==> src/rtl/fifo_serial_tx_if.sv <==
// FIFO read-port bundle between the lab FIFO and its serial drain consumer.
interface fifo_serial_tx_if #(
  parameter int unsigned WIDTH = 9
);
  logic             FifoEmpty;
  logic [WIDTH-1:0] FifoData;
  logic             ReadN;

  // Consumer side: issues the active-low read strobe and receives data/empty.
  modport master (
    input  FifoEmpty,
    input  FifoData,
    output ReadN
  );

  // FIFO side: supplies data/empty and reacts to the read strobe.
  modport slave (
    output FifoEmpty,
    output FifoData,
    input  ReadN
  );
endinterface

==> src/rtl/fifo_serial_tx.sv <==
// FIFO drain to asynchronous serial line: start bit, WIDTH data bits LSB-first,
// stop bit. One FIFO pop per frame, frame counter for the 7-segment display.
module fifo_serial_tx #(
  parameter int unsigned WIDTH        = 9,
  parameter int unsigned CLKS_PER_BIT = 434
) (
  input  logic                    Clock,
  input  logic                    Reset,
  input  logic                    Enable,
  fifo_serial_tx_if.master        Fifo,
  output logic                    TxOut,
  output logic                    Busy,
  output logic [3:0]              FrameCount
);

  localparam int unsigned IW = (WIDTH > 1) ? $clog2(WIDTH) : 1;
  localparam logic [15:0]   LAST_BAUD = 16'(CLKS_PER_BIT - 1);
  localparam logic [IW-1:0] LAST_IDX  = IW'(WIDTH - 1);

  typedef enum logic [2:0] {IDLE, FETCH, START, DATA, STOP} state_t;

  state_t           state, state_nxt;
  logic [15:0]      baud, baud_nxt;
  logic [IW-1:0]    bit_idx, bit_idx_nxt;
  logic [WIDTH-1:0] shift, shift_nxt;
  logic             read_n, read_n_nxt;
  logic             tx, tx_nxt;
  logic             busy, busy_nxt;
  logic [3:0]       frames, frames_nxt;
  logic             bit_end;

  assign bit_end    = (baud == LAST_BAUD);
  assign Fifo.ReadN = read_n;
  assign TxOut      = tx;
  assign Busy       = busy;
  assign FrameCount = frames;

  // State and registered outputs; reset forces the line high immediately.
  always_ff @(posedge Clock or negedge Reset) begin
    if (!Reset) begin
      state   <= IDLE;
      baud    <= '0;
      bit_idx <= '0;
      shift   <= '0;
      read_n  <= 1'b1;
      tx      <= 1'b1;
      busy    <= 1'b0;
      frames  <= '0;
    end else begin
      state   <= state_nxt;
      baud    <= baud_nxt;
      bit_idx <= bit_idx_nxt;
      shift   <= shift_nxt;
      read_n  <= read_n_nxt;
      tx      <= tx_nxt;
      busy    <= busy_nxt;
      frames  <= frames_nxt;
    end
  end

  // Next-state and next-output values; outputs are computed one cycle ahead
  // so every port comes straight from a flop.
  always_comb begin
    state_nxt   = state;
    baud_nxt    = baud;
    bit_idx_nxt = bit_idx;
    shift_nxt   = shift;
    read_n_nxt  = 1'b1;
    tx_nxt      = tx;
    frames_nxt  = frames;
    case (state)
      IDLE: begin
        tx_nxt   = 1'b1;
        baud_nxt = '0;
        if (Enable && !Fifo.FifoEmpty) begin
          state_nxt  = FETCH;
          read_n_nxt = 1'b0;
        end
      end
      FETCH: begin
        // FIFO popped on the falling edge inside this cycle; data is valid now.
        shift_nxt = Fifo.FifoData;
        tx_nxt    = 1'b0;
        baud_nxt  = '0;
        state_nxt = START;
      end
      START: begin
        if (bit_end) begin
          baud_nxt    = '0;
          bit_idx_nxt = '0;
          tx_nxt      = shift[0];
          state_nxt   = DATA;
        end else begin
          baud_nxt = baud + 16'd1;
        end
      end
      DATA: begin
        if (bit_end) begin
          baud_nxt  = '0;
          shift_nxt = shift >> 1;
          if (bit_idx == LAST_IDX) begin
            tx_nxt    = 1'b1;
            state_nxt = STOP;
          end else begin
            bit_idx_nxt = bit_idx + 1'b1;
            tx_nxt      = shift_nxt[0];
          end
        end else begin
          baud_nxt = baud + 16'd1;
        end
      end
      STOP: begin
        tx_nxt = 1'b1;
        if (bit_end) begin
          baud_nxt   = '0;
          frames_nxt = frames + 4'd1;
          state_nxt  = IDLE;
        end else begin
          baud_nxt = baud + 16'd1;
        end
      end
      default: begin
        state_nxt = IDLE;
        tx_nxt    = 1'b1;
        baud_nxt  = '0;
      end
    endcase
    busy_nxt = (state_nxt != IDLE);
  end

endmodule

==> src/flat_wrapper.sv <==
// flat-port wrapper written by rule: the top's interface ports become plain ports
module fifo_serial_tx_flat 
#(
  parameter int unsigned WIDTH        = 9,
  parameter int unsigned CLKS_PER_BIT = 434
)
  (Clock, Reset, Enable, TxOut, Busy, FrameCount, Fifo_FifoEmpty, Fifo_FifoData, Fifo_ReadN);
  fifo_serial_tx_if #(.WIDTH(WIDTH)) Fifo_i ();
  input  logic Clock;
  input  logic Reset;
  input  logic Enable;
  output logic TxOut;
  output logic Busy;
  output logic [3:0] FrameCount;
  input wire logic [$bits(Fifo_i.FifoEmpty)-1:0] Fifo_FifoEmpty;
  input wire logic [$bits(Fifo_i.FifoData)-1:0] Fifo_FifoData;
  output wire logic [$bits(Fifo_i.ReadN)-1:0] Fifo_ReadN;
  assign Fifo_i.FifoEmpty = Fifo_FifoEmpty;
  assign Fifo_i.FifoData = Fifo_FifoData;
  assign Fifo_ReadN = Fifo_i.ReadN;
  fifo_serial_tx #(.WIDTH(WIDTH), .CLKS_PER_BIT(CLKS_PER_BIT)) u_core (.Clock(Clock), .Reset(Reset), .Enable(Enable), .Fifo(Fifo_i), .TxOut(TxOut), .Busy(Busy), .FrameCount(FrameCount));
endmodule
==> config.mk <==
export PLATFORM = sky130hd
export DESIGN_NAME = fifo_serial_tx_flat
export DESIGN_NICKNAME = d
export VERILOG_FILES = /design/src/rtl/fifo_serial_tx_if.sv /design/src/rtl/fifo_serial_tx.sv /design/src/flat_wrapper.sv
export SDC_FILE = /design/constraint.sdc
export NUM_CORES = 1
export LEC_CHECK = 0
export CAP_MARGIN = 10
export CORE_ASPECT_RATIO = 1.25
export CORE_UTILIZATION = 50
export DETAILED_ROUTE_END_ITERATION = 6
export GPL_ROUTABILITY_DRIVEN = 1
export GPL_TIMING_DRIVEN = 0
export PLACE_DENSITY = 0.7
export SLEW_MARGIN = 20
export SYNTH_ARGS = -nofsm -noshare
export SYNTH_HDL_FRONTEND = slang
export SYNTH_SLANG_ARGS = --single-unit
export TNS_END_PERCENT = 50
==> constraint.sdc <==
create_clock -name Clock -period 5.5 [get_ports Clock]
set_clock_uncertainty 0.2 [all_clocks]
set_input_delay 0.825 -clock Clock [delete_from_list [all_inputs] [get_ports Clock]]
set_output_delay 0.825 -clock Clock [all_outputs]
set_load 0.05 [all_outputs]
==> flow_summary.toml <==
[status]
status = "finished clean"

[synth]
synth-edff-count = 0
synth_warnings = 0
synth.most_common_cell = "dfrtp_1"
ys_async_sr_fraction_pct = 100
avgSynthCellArea_um2 = 10.7
yosys_most_used_dff = "dfrtp_1"
synthTopCellsByArea = "dfrtp_1 45%, mux2_4 5.2%, xnor2_1 4.7%"
synth_top_cell_by_area = "dfrtp_1"
synth_cells = 191
synth_top_area_share_pct = 45.4
syn_nets = 209
synth_seq_cells = 39
netlist_top_cells_count = "37 x dfrtp_1, 24 x nor2_1, 11 x xnor2_1"
synth.distinct_cells = 46
synth_area_um2 = 2040
seq_area_frac_synth_pct = 47.9

[sta]
rsz0062_at_grt = "no"
max_freq_mhz = 370
period_share_pct = 49.2
setup-tns-final_ps = 0
finalSetupViolations = 0
fin_ws_ps = 2800
timing.hold.ws_ps = 275
worstMarginPinSlew_ps = 708
hold_viol_final = 0
relSlewSlack_pct = 52.4
fin_crit_ps = 2700
drv_slew = 0

[layout]
regArea_um2 = 978
drive_above_1_share_pct = 14.6
diodes = 0
fin_nets = 236
areaGrowthSynthToFinish_pct = 17.7
multi_input_area_um2 = 1000
nFillCells = 340

[critical_path]
slowest_stage = "or4_4"
startpoint = "u_core.baud[1]"
ff2ff_path_depth = 6
crit_type = "register to register"
endpoint = "u_core.shift[5]"
crit_arrival_ps = 2680
r2r-end = "u_core.shift[5]"
timing.rr.start = "u_core.baud[1]"
crit_buf_inv = 1
endpoint_kind = "register"
startpoint_type = "register"
cp_max_fo = 9
crit_family = "simple AND/OR/NAND/NOR gates"
cp_num_cells = 6
critPathMaxStageDelay_ps = 570
r2r_slack_ps = 2800
crit_chain = "inv_1 -> ha_1 -> or4b_4 -> or4_4 -> a21oi_4 -> mux2_4"
cp.required_ps = 5470

[floorplanning]
design.core.area_um2 = 3850
std_cell_rows = 25
initial_core_util_pct = 53.0
ioPinCount = 20
fp.dieArea_um2 = 4340
fp.dieH_um = 73.4
die_width_um = 59.1

[clocking]
cts_tree = "built"
clock_latency_ps = 290
root_buffer = "clkbuf_8"
clkTransAtPathRegs_ps = 70
clk_path_buf_depth = 2
hold_buffers = 0
cts-htree-levels = 2
cts.sinks = 39
cts_inserted_buffers = 5
cts.repair.resized = 0
post_cts_buffers = 0

[placed_design]
place.gp.congestion = 0.857
dp_hpwl_um = 3020
place_ws_ps = 2800
io_buffers = 19

[routing]
viasPerCell = 5.39
drt-total-wl_um = 4080
route.detailed.drc = 0
via_count = 1472
drtIter0Drc = 41
ant_nets = 0
wl_per_cell_um = 14.9
drt_pass1_iterations = 4

[power_and_ir_drop]
leakagePower_nw = 1.06
peakVddDrop_uv = 154
p_per_area_nw_per_um2 = 207

[global_routing]
antenna_found_initial = 0
grt_max_degree = 21
grtUsageTotal_pct = 21.9
overflow = 0
grt_pass1_wl_um = 7110
grt_pass1_vias = 1557

[hold_path]
hold_path_class = "register to register"

[job]
maxCapViolCount = 0
==> metrics by stage <==
step           std cells  total power, W  util (%)  area, um^2
3_5_place_dp         265        0.000322      60.3        2320
2_1_floorplan        191        0.000304         -        2040
4_1_cts              273        0.000505      62.4        2400
6_report             273        0.000498      62.4        2400
5_1_grt              273        0.000516      62.4        2400
3_3_place_gp         264        0.000319      59.7        2300
==> layer usage <==
metal	vias up	part of all wire [%]	track usage, %
li1	734	-	-
met1	711	43	24.8
met2	21	53	40.4
met3	6	3.1	4.93
met4	0	1.2	6.35
met5	-	0	0
==> cell families (layout without fill, tap and decap cells) <==
kind of cell,count (synthesis),in the layout,share of synthesized area (%)
XOR/XNOR,17,17,7.30
flip-flops,39,39,47.9
AO/OA/AOI/OAI,17,17,6.81
adder cells (fa/ha/maj),5,5,3.07
AND/OR/NAND/NOR,80,80,21.3
buffers and inverters,16,44,3.07
multiplexers,17,17,10.5
==> worst min path at each step <==
| stage | endpoint | startpoint | slack [ps] | depth (start not counted) |
|---|---|---|---|---|
| 6_report | u_core.FrameCount[3] | u_core.FrameCount[3] | 270 | 1 |
| 5_1_grt | u_core.FrameCount[3] | u_core.FrameCount[3] | 300 | 1 |
| 4_1_cts | u_core.FrameCount[3] | u_core.FrameCount[3] | 280 | 1 |
| 3_5_place_dp | u_core.FrameCount[3] | u_core.FrameCount[3] | 270 | 1 |
| 3_3_place_gp | u_core.FrameCount[3] | u_core.FrameCount[3] | 260 | 1 |
| 2_1_floorplan | u_core.shift[2] | u_core.shift[2] | 280 | 1 |
==> state kept, by name, indices dropped and copies added (netlist names) <==
name / flops
u_core.Busy: 1
u_core.Fifo.ReadN: 1
u_core.FrameCount: 4
u_core.TxOut: 1
u_core.baud: 16
u_core.bit_idx: 4
u_core.shift: 9
u_core.state: 3
==> report_power, final <==
part | internal, W | switching, W | total [W]
Sequential | 0.000290 | 0.00000190 | 0.000292
Clock | 0.0000900 | 0.0000920 | 0.000182
Combinational | 0.0000149 | 0.00000910 | 0.0000240
Total | 0.000395 | 0.000103 | 0.000498
==> cell type report <==
class | count | area share, %
multi-input combinational | 136 | 41.6
sequential | 39 | 40.8
timing repair buffer | 20 | 8.86
clock buffer | 8 | 3.34
tap | 54 | 2.81
buffer | 8 | 1.35
inverter | 8 | 1.25
==> placed cells by master, fill, tap and decap left out, types with 5 or more instances in the layout <==
master	n
inv_1	8
xnor2_1	11
nand3_1	10
xor2_1	6
nand4_1	10
ha_1	5
clkbuf_1	8
nand2_1	10
clkbuf_8	5
dfrtp_1	37
clkdlybuf4s50_1	18
mux2_4	7
nor4_1	6
nor2_1	24
mux2_2	8
Note: power is estimated with default switching activity, not from simulation.
